## config.mk

```make
export PLATFORM = sky130hd
export DESIGN_NAME = vector_max_scalar
export DESIGN_NICKNAME = d
export VERILOG_FILES = /design/src/rtl/precision_pkg.sv /design/src/rtl/vector_max_scalar_float_gt.sv /design/src/rtl/vector_max_scalar.sv
export SDC_FILE = /design/constraint.sdc
export NUM_CORES = 1
export LEC_CHECK = 0
export CAP_MARGIN = 20
export CORE_ASPECT_RATIO = 0.5
export CORE_UTILIZATION = 54
export DETAILED_ROUTE_END_ITERATION = 16
export GPL_TIMING_DRIVEN = 0
export PLACE_DENSITY = 0.95
export SLEW_MARGIN = 10
export SYNTH_ARGS = -nofsm -noshare
export SYNTH_HDL_FRONTEND = slang
export SYNTH_HIERARCHICAL = 1
export SYNTH_SLANG_ARGS = --single-unit
export TNS_END_PERCENT = 20
```

## constraint.sdc

```tcl
create_clock -name clk -period 9.2 [get_ports clk]
set_input_delay 1.38 -clock clk [delete_from_list [all_inputs] [get_ports clk]]
set_output_delay 1.38 -clock clk [all_outputs]
set_load 0.02 [all_outputs]
```

## src/rtl/precision_pkg.sv

```systemverilog
// IEEE-754 format helpers shared by the vector max datapath.
package precision_pkg;

    // Total encoded width for a precision name; 0 flags an unknown name.
    function automatic int prec_bits(input string p);
        if (p == "HALF")   return 16;
        if (p == "SINGLE") return 32;
        if (p == "DOUBLE") return 64;
        return 0;
    endfunction

    function automatic int exp_width(input string p);
        if (p == "SINGLE") return 8;
        if (p == "DOUBLE") return 11;
        return 5;
    endfunction

    function automatic int man_width(input string p);
        if (p == "SINGLE") return 23;
        if (p == "DOUBLE") return 52;
        return 10;
    endfunction

    // Canonical quiet NaN: sign 0, exponent all ones, only the mantissa MSB set.
    function automatic logic [63:0] canon_qnan(input int exp_w, input int man_w);
        logic [63:0] r;
        r = '0;
        for (int i = 0; i < 64; i++) begin
            if (i >= man_w - 1 && i < man_w + exp_w) r[i] = 1'b1;
        end
        return r;
    endfunction

    // NaN: exponent all ones and non-zero mantissa (value right-aligned in x).
    function automatic logic is_nan(input logic [63:0] x, input int exp_w, input int man_w);
        logic exp_ones;
        logic man_nz;
        exp_ones = 1'b1;
        man_nz   = 1'b0;
        for (int i = 0; i < 64; i++) begin
            if (i < man_w && x[i]) man_nz = 1'b1;
            if (i >= man_w && i < man_w + exp_w && !x[i]) exp_ones = 1'b0;
        end
        return exp_ones && man_nz;
    endfunction

endpackage

```

## src/rtl/vector_max_scalar_float_gt.sv

```systemverilog
// Combinational sign-magnitude "strictly greater" compare; NaN handling is left to the caller.
module float_gt
    import precision_pkg::*;
#(
    parameter int BITS  = 16,
    parameter int EXP_W = 5,
    parameter int MAN_W = 10
) (
    input  logic [BITS-1:0] a,
    input  logic [BITS-1:0] b,
    output logic            a_gt_b,
    output logic            a_is_nan
);

    logic            sign_a;
    logic            sign_b;
    logic [BITS-2:0] mag_a;
    logic [BITS-2:0] mag_b;

    assign sign_a = a[BITS-1];
    assign sign_b = b[BITS-1];
    assign mag_a  = a[BITS-2:0];
    assign mag_b  = b[BITS-2:0];

    assign a_is_nan = is_nan(64'(a), EXP_W, MAN_W);

    // +0 and -0 are equal; otherwise positives order by magnitude, negatives inversely.
    always_comb begin
        a_gt_b = 1'b0;
        if (mag_a == '0 && mag_b == '0) begin
            a_gt_b = 1'b0;
        end else if (sign_a != sign_b) begin
            a_gt_b = sign_b;
        end else if (!sign_a) begin
            a_gt_b = (mag_a > mag_b);
        end else begin
            a_gt_b = (mag_a < mag_b);
        end
    end

endmodule

```

## src/rtl/vector_max_scalar.sv

```systemverilog
// Iterative vector max: one element compared per clock, result presented with the vector.
//
// state | meaning
// IDLE  | in_ready high, waiting for a vector
// SCAN  | comparing vec[ptr] against the running max, one element per clock
// DONE  | out_valid pulse, results stable for this one cycle
module vector_max_scalar
    import precision_pkg::*;
#(
    parameter int    BITS      = 16,
    parameter string PRECISION = "HALF",
    parameter int    N         = 3,
    localparam int   IDX_W     = (N > 1) ? $clog2(N) : 1
) (
    input  logic             clk,
    input  logic             rstn,
    input  logic             in_valid,
    output logic             in_ready,
    input  logic [BITS-1:0]  a [N],
    output logic             out_valid,
    output logic [BITS-1:0]  a_out [N],
    output logic [BITS-1:0]  max_out,
    output logic [IDX_W-1:0] max_idx
);

    localparam int EXP_W = exp_width(PRECISION);
    localparam int MAN_W = man_width(PRECISION);
    localparam logic [BITS-1:0] QNAN = BITS'(canon_qnan(EXP_W, MAN_W));

    localparam logic [1:0] IDLE = 2'd0;
    localparam logic [1:0] SCAN = 2'd1;
    localparam logic [1:0] DONE = 2'd2;

    generate
        if (BITS != prec_bits(PRECISION) || N < 1) begin : g_bad_cfg
            $fatal(1, "vector_max_scalar: BITS must match PRECISION and N must be >= 1");
        end
    endgenerate

    logic [1:0]       state_q, state_d;
    logic [BITS-1:0]  vec_q [N];
    logic [BITS-1:0]  vec_d [N];
    logic [BITS-1:0]  max_q, max_d;
    logic [IDX_W-1:0] idx_q, idx_d;
    logic [IDX_W-1:0] ptr_q, ptr_d;
    logic             nan_seen_q, nan_seen_d;
    logic [BITS-1:0]  res_max_q, res_max_d;
    logic [IDX_W-1:0] res_idx_q, res_idx_d;

    logic [BITS-1:0]  cand;
    logic             cand_gt;
    logic             cand_nan;

    float_gt #(.BITS(BITS), .EXP_W(EXP_W), .MAN_W(MAN_W)) u_gt (
        .a        (cand),
        .b        (max_q),
        .a_gt_b   (cand_gt),
        .a_is_nan (cand_nan)
    );

    // Candidate mux; compare against each index so ptr width never has to match the array range.
    always_comb begin
        cand = '0;
        for (int i = 0; i < N; i++) begin
            if (ptr_q == IDX_W'(i)) cand = vec_q[i];
        end
    end

    // Next-state: accept, scan with sticky NaN, latch results on the way into DONE.
    always_comb begin
        state_d    = state_q;
        vec_d      = vec_q;
        max_d      = max_q;
        idx_d      = idx_q;
        ptr_d      = ptr_q;
        nan_seen_d = nan_seen_q;
        res_max_d  = res_max_q;
        res_idx_d  = res_idx_q;
        case (state_q)
            IDLE: begin
                if (in_valid) begin
                    vec_d      = a;
                    nan_seen_d = is_nan(64'(a[0]), EXP_W, MAN_W);
                    max_d      = nan_seen_d ? QNAN : a[0];
                    idx_d      = '0;
                    ptr_d      = IDX_W'(1);
                    if (N > 1) begin
                        state_d = SCAN;
                    end else begin
                        state_d   = DONE;
                        res_max_d = max_d;
                        res_idx_d = '0;
                    end
                end
            end
            SCAN: begin
                if (!nan_seen_q) begin
                    if (cand_nan) begin
                        nan_seen_d = 1'b1;
                        max_d      = QNAN;
                        idx_d      = ptr_q;
                    end else if (cand_gt) begin
                        max_d = cand;
                        idx_d = ptr_q;
                    end
                end
                if (ptr_q == IDX_W'(N - 1)) begin
                    state_d   = DONE;
                    res_max_d = max_d;
                    res_idx_d = idx_d;
                end else begin
                    ptr_d = ptr_q + IDX_W'(1);
                end
            end
            DONE:    state_d = IDLE;
            default: state_d = IDLE;
        endcase
    end

    // State and datapath registers; reset aborts any vector in flight.
    always_ff @(posedge clk or negedge rstn) begin
        if (!rstn) begin
            state_q    <= IDLE;
            vec_q      <= '{default: '0};
            max_q      <= '0;
            idx_q      <= '0;
            ptr_q      <= '0;
            nan_seen_q <= 1'b0;
            res_max_q  <= '0;
            res_idx_q  <= '0;
        end else begin
            state_q    <= state_d;
            vec_q      <= vec_d;
            max_q      <= max_d;
            idx_q      <= idx_d;
            ptr_q      <= ptr_d;
            nan_seen_q <= nan_seen_d;
            res_max_q  <= res_max_d;
            res_idx_q  <= res_idx_d;
        end
    end

    assign in_ready  = (state_q == IDLE);
    assign out_valid = (state_q == DONE);
    assign a_out     = vec_q;
    assign max_out   = res_max_q;
    assign max_idx   = res_idx_q;

endmodule

```

==> results.sh, run 1 <==
export IMPL_cts_hold_buf=0
export IMPL_vias=4870
export IMPL_fin_ws_ns=4.562
export IMPL_yosysSeqAreaShare_pct=46.94
export IMPL_synthesis_instances=548
export IMPL_grt_util_all_layers_pct=35.70
export IMPL_antenna_found_initial=0
export IMPL_fmax_mhz=215.6
export IMPL_r2r_cells=18
export IMPL_ys_types=50
export IMPL_syn_area_per_cell_um2=8.658
export IMPL_slew_headroom_pct=52.98
export IMPL_final_common_cell="nand2_1"
export IMPL_die_area_um2=9188
export IMPL_rows=23
export IMPL_pre_cts_slack_ns=4.883
export IMPL_slew_violations=0
export IMPL_firstDrtPassIters=5
export IMPL_hpwl_um=11090
export IMPL_crit_required_ns=9.48
export IMPL_syn_num_nets=617
export IMPL_hold_ws_ns=0.4821
export IMPL_drive_gt1_share_pct=8.053
export IMPL_crit_type="reg2reg"
export IMPL_holdPathStages=2
export IMPL_yosysWarnings=6
export IMPL_p_switching_mw=1.250
export IMPL_hold_path_startpoint="max_out[11]"
export IMPL_drt_total_wl_um=15590
export IMPL_finalSetupViolCount=0
export IMPL_timing_rr_start="ptr_q[0]"
export IMPL_switching_share_pct=46.25
export IMPL_grt_max_degree=68
export IMPL_crit_path_frequent_cell="buf_2"
export IMPL_p_int_mw=1.452
export IMPL_postCtsSetupBuffers=0
export IMPL_root_buffer="clkbuf_16"
export IMPL_cts_sinks=89
export IMPL_min_path_type="reg2reg"
export IMPL_core_um2=8259
export IMPL_powerDensity_nw_per_um2=421.6
export IMPL_pwr_share_comb_pct=57.0
export IMPL_ir_worst_vdd_uv=200.2
export IMPL_grt_pass1_vias=4553
export IMPL_slowest_delay_ns=0.44
export IMPL_place_congestion=0.9521
export IMPL_synth_area_leaders="dfrtp_1, nand2_1, ha_1"
export IMPL_crit_slowest_cell="dfrtp_1"
export IMPL_skew_ns=0.007524
export IMPL_crit_fanout=10
export IMPL_design_portCount=119
export IMPL_initial_core_util_pct=57.45
export IMPL_routed_via_density=6.126
export IMPL_placed_area_um2=6091
export IMPL_die_y_um=68.28
export IMPL_rsz0062_at_grt="no"
export IMPL_arrival_ns=4.92
export IMPL_hold_viol=0
export IMPL_min_period_ns=4.638
export IMPL_syn_area_um2=4745
export IMPL_clkTransAtPathRegs_ns=0.07
export IMPL_path_cells="inv_1, ha_1, buf_2, buf_2, buf_2, nand2_1, o21ai_0, ha_1, a21oi_1, o21ai_1, a221oi_1, and3_1, o21a_1, nor3b_2, and2_1, buf_2, and2_1, a221o_1"
export IMPL_seq_area_um2=2227
export IMPL_p_leak_nw=2.962
export IMPL_layout_common_cells="nand2_1, clkdlybuf4s50_1, dfrtp_1"
export IMPL_portBuffers=118
export IMPL_worst_pin_slew_ns=0.7053
export IMPL_end_kind="flip-flop"
export IMPL_power_frac_seq_pct=28.3
export IMPL_fin_crit_sh_pct=50.42
export IMPL_final_nets=747
export IMPL_antenna_cells=0
export IMPL_drv_cap=0
export IMPL_cts_resized=0
export IMPL_status="complete, no violations"
export IMPL_final_antenna_net_count=0
export IMPL_first_iter_violations=580
export IMPL_p_total_mw=2.702
export IMPL_h_tree_depth=3
export IMPL_synth_top_area_cell="dfrtp_1"
export IMPL_wl_per_cell_um=19.61
export IMPL_reg2reg_setup_slack_ns=4.56
export IMPL_min_to="max_out[11]"
export IMPL_cts_buffers=9
export IMPL_area_delta_synth_final_pct=35.10
export IMPL_overflow=0
export IMPL_drc=0
export IMPL_synth_top_area_share_pct=46.94
export IMPL_pwr_share_clk_pct=14.7
export IMPL_grt_pass1_wl_um=24330
export IMPL_final_cell_area_um2=6410
export IMPL_clock_latency_ns=0.34
export IMPL_die_w_um=134.6
export IMPL_multi_input_area_um2=2287
export IMPL_fill_cells=555
export IMPL_cts_tree="built"
export IMPL_start_kind="flip-flop"
export IMPL_regToRegEndpoint="max_q[7]"
export IMPL_clock_path_buffers=2
export IMPL_tns_ns=0
export IMPL_ys_ff_latch=89
## kinds of logic after synthesis
group / Yosys count / share of synthesized area [%]
buf+inv: 49 / 4.852
flops: 89 / 46.94
fa+ha+maj: 18 / 4.747
compound gates: 97 / 13.66
mux: 8 / 1.899
simple gates: 287 / 27.90
## metal layers
metal | global-route usage, % | routed length [µm] | vias up
li1 | - | - | 2132
met2 | 53.76 | 6660 | 384
met4 | 16.29 | 568 | 0
met3 | 10.89 | 1973 | 73
met5 | 0 | 0 | -
met1 | 47.92 | 6390 | 2281
## critical path: cells and delay by family (launching register included)
family	cells	cell delay (ns)
fa+ha+maj	2	0.54
compound gates	6	1.28
flops	1	0.44
simple gates	5	1.13
buf+inv	5	1.18
## per-stage QoR
step	utilization, %	cells
after global routing	77.61	795
after detailed placement	73.75	779
after global placement	73.44	778
after CTS	77.61	795
after floorplan	-	548
final	77.61	795
## registers in the layout (all words and copies together) (netlist names)
register and flops:
max_q 16, a_out 48, ptr_q 2, max_out 16, nan_seen_q 1, max_idx 2, state_q 2, idx_q 2
## final cells by class
type	instances	share of cell area, %
plain buffers	30	2.479
multi-input cells	410	35.68
well taps	112	2.186
flip-flops and latches	89	34.75
clock buffers	10	3.572
clock inverters	6	1.405
inverters	19	1.113
repair buffers	119	18.82
## how the worst max path moves through the flow
stage | cells after the start | startpoint | slack (ns) | end
final | 18 | ptr_q[0] | 4.56 | max_q[7]
after global routing | 18 | ptr_q[0] | 4.41 | max_q[4]
after CTS | 17 | ptr_q[0] | 4.78 | max_q[7]
after detailed placement | 18 | ptr_q[0] | 4.88 | max_q[7]
after global placement | 1 | rstn | 3.69 | max_out[11]
after floorplan | 16 | ptr_q[0] | 5.59 | max_q[3]
## synth_stat cells, drive strengths merged
master and count:
nand2 176, or3 4, o22ai 1, nand2b 3
o21bai 6, and3 1, clkinv 1, a211oi 1
or4 2, o221a 1, nand4 6, buf 22
nand3 13, o211ai 4, inv 18, a21o 1
a21oi 40, mux2 8, a22oi 1, nor2 30
a2bb2oi 1, nand3b 11, nand4b 1, nor4 9
nor3b 2, a221o 9, ha 18, dfrtp 89
and4 1, o31ai 1, o21ai 18, clkbuf 8
o21a 2, and2 10, o22a 1, nor2b 12
or2 1, a221oi 8, and3b 3, a32o 2
nor3 2
## power by group through the flow
stage                     registers [mW]  clock network, mW  logic (mW)
after floorplan                    0.875                  0       0.750
after global placement             0.747                  0        1.43
after detailed placement           0.754                  0        1.48
after CTS                          0.754              0.396        1.51
after global routing               0.780              0.411        1.65
final                              0.765              0.396        1.54
Note: power is estimated with default switching activity, not from simulation.
==> run 2, diff against run 1 <==
CORE_UTILIZATION = 50   (was 54)
PLACE_DENSITY = 0.93   (was 0.95)
clock period = 4.6 ns   (was 9.2 ns; I/O delays follow)
==> run 2 against run 1 <==
  * Non-clock buffer count grew 3
  * Via count is 3.8% lower
  * Core utilization decreased by 5.9 points
  * Power up 97%
  * Largest power group unchanged
  * Setup slack got worse by 4.5 ns
  * Critical endpoint is now max_out[10]
==> results.sh, run 2 (synthesis results as in run 1) <==
export IMPL_status="complete, no violations"
export IMPL_die_w_um=139.8
export IMPL_place_congestion=0.9335
export IMPL_slowest_delay_ns=0.46
export IMPL_final_antenna_net_count=0
export IMPL_routed_via_density=5.827
export IMPL_crit_slowest_cell="dfrtp_1"
export IMPL_start_kind="flip-flop"
export IMPL_drt_total_wl_um=15250
export IMPL_p_leak_nw=2.967
export IMPL_design_portCount=119
export IMPL_overflow=0
export IMPL_final_common_cell="nand2_1"
export IMPL_grt_pass1_vias=4396
export IMPL_grt_pass1_wl_um=23890
export IMPL_die_y_um=70.88
export IMPL_clkTransAtPathRegs_ns=0.07
export IMPL_skew_ns=0.005199
export IMPL_area_delta_synth_final_pct=35.26
export IMPL_slew_headroom_pct=47.92
export IMPL_hpwl_um=11320
export IMPL_worst_pin_slew_ns=0.7812
export IMPL_slew_violations=0
export IMPL_placed_area_um2=6090
export IMPL_antenna_found_initial=0
export IMPL_cts_tree="built"
export IMPL_crit_type="reg2reg"
export IMPL_rows=24
export IMPL_initial_core_util_pct=53.02
export IMPL_fin_util_pct=71.71
export IMPL_drive_gt1_share_pct=9.038
export IMPL_final_nets=750
export IMPL_grt_max_degree=49
export IMPL_wl_per_cell_um=18.96
export IMPL_cts_hold_buf=0
export IMPL_dp_cells=784
export IMPL_path_cells="inv_1, ha_1, buf_2, nand2_1, o21ai_0, mux2_2, ha_1, and4_1, a221oi_1, and3_1, o21a_1, nor3b_4, clkbuf_4, nand4_1, o221a_2"
export IMPL_path_buf_inv=3
export IMPL_grt_util_all_layers_pct=31.98
export IMPL_layout_common_cells="nand2_1, clkdlybuf4s50_1, dfrtp_1"
export IMPL_crit_fanout=10
export IMPL_drv_cap=0
export IMPL_cts_buffers=9
export IMPL_root_buffer="clkbuf_16"
export IMPL_clock_path_buffers=2
export IMPL_arrival_ns=4.78
export IMPL_firstDrtPassIters=7
export IMPL_vias=4685
export IMPL_crit_path_frequent_cell="ha_1"
export IMPL_fmax_mhz=219.7
export IMPL_final_cell_area_um2=6417
export IMPL_die_area_um2=9906
export IMPL_cts_sinks=89
export IMPL_first_iter_violations=541
export IMPL_powerDensity_nw_per_um2=829.3
export IMPL_h_tree_depth=3
export IMPL_drc=0
export IMPL_portBuffers=118
export IMPL_core_um2=8949
export IMPL_min_period_ns=4.552
export IMPL_clock_latency_ns=0.34
export IMPL_min_path_type="in2async"
export IMPL_p_total_mw=5.322
export IMPL_finalSetupViolCount=0
export IMPL_end_kind="flip-flop"
export IMPL_hold_viol=0
export IMPL_ir_worst_vdd_uv=387.8
export IMPL_largest_reg_flops=48
export IMPL_layout_cells_non_filler=804
export IMPL_crit_required_ns=4.83
export IMPL_cpLargestDelayFamily="compound AO/OA/AOI/OAI gates"
export IMPL_fin_crit_sh_pct=98.95
## run 2: timing repair
action | in CTS | in global routing
setup endpoints to repair | 0 | 25
gates resized for setup | 0 | 9
buffers inserted | 0 | 3
## run 2: worst paths after layout
| kind | startpoint | endpoint | slack [ns] | cells after the start |
|---|---|---|---|---|
| min reg2reg | max_out[11] | max_out[11] | 0.47 | 2 |
| max | ptr_q[0] | max_out[10] | 0.05 | 15 |
| min | rstn | a_out[2] | 0.36 | 1 |
| min in group clk | max_out[11] | max_out[11] | 0.47 | 2 |
| max reg2reg | ptr_q[0] | max_out[10] | 0.05 | 15 |
| max in group asynchronous | rstn | max_out[13] | 3.58 | 2 |
## run 2: final cells by class
type	instances	area [µm²]
Fill cell	642	2531
Multi-Input combinational cell	410	2310
Sequential cell	89	2227
Timing Repair Buffer	122	1221
Clock buffer	11	242.7
Buffer	30	165.2
Tap cell	117	146.4
Inverter	19	71.32
Clock inverter	5	31.28
Antenna cell	1	2.502
## run 2: report_power, final
part | internal, mW | switching [mW] | total, mW
logic | 1.30 | 1.82 | 3.12
registers | 1.16 | 0.359 | 1.52
clock network | 0.379 | 0.307 | 0.687
## run 2: per-layer routing
layer | share of wire [%] | up-vias | GRT usage (%) | wire length (µm)
met5 | 0 | - | 0 | 0
met4 | 1.9 | 0 | 9.280 | 288
met3 | 11 | 37 | 8.666 | 1680
met2 | 43 | 273 | 48.44 | 6610
met1 | 44 | 2233 | 45.30 | 6665
li1 | - | 2142 | - | -
## run 2: per-stage QoR
step / hold slack [ns] / TNS [ns] / worst slack, ns
2_1_floorplan: 0.3944 / 0 / 0.9911
5_1_grt: 0.4129 / -0.7621 / -0.09732
3_5_place_dp: 0.4637 / 0 / 0.2169
4_1_cts: 0.3877 / 0 / 0.1759
6_report: 0.3602 / 0 / 0.04821
3_3_place_gp: 0.4624 / -30.44 / -0.3474
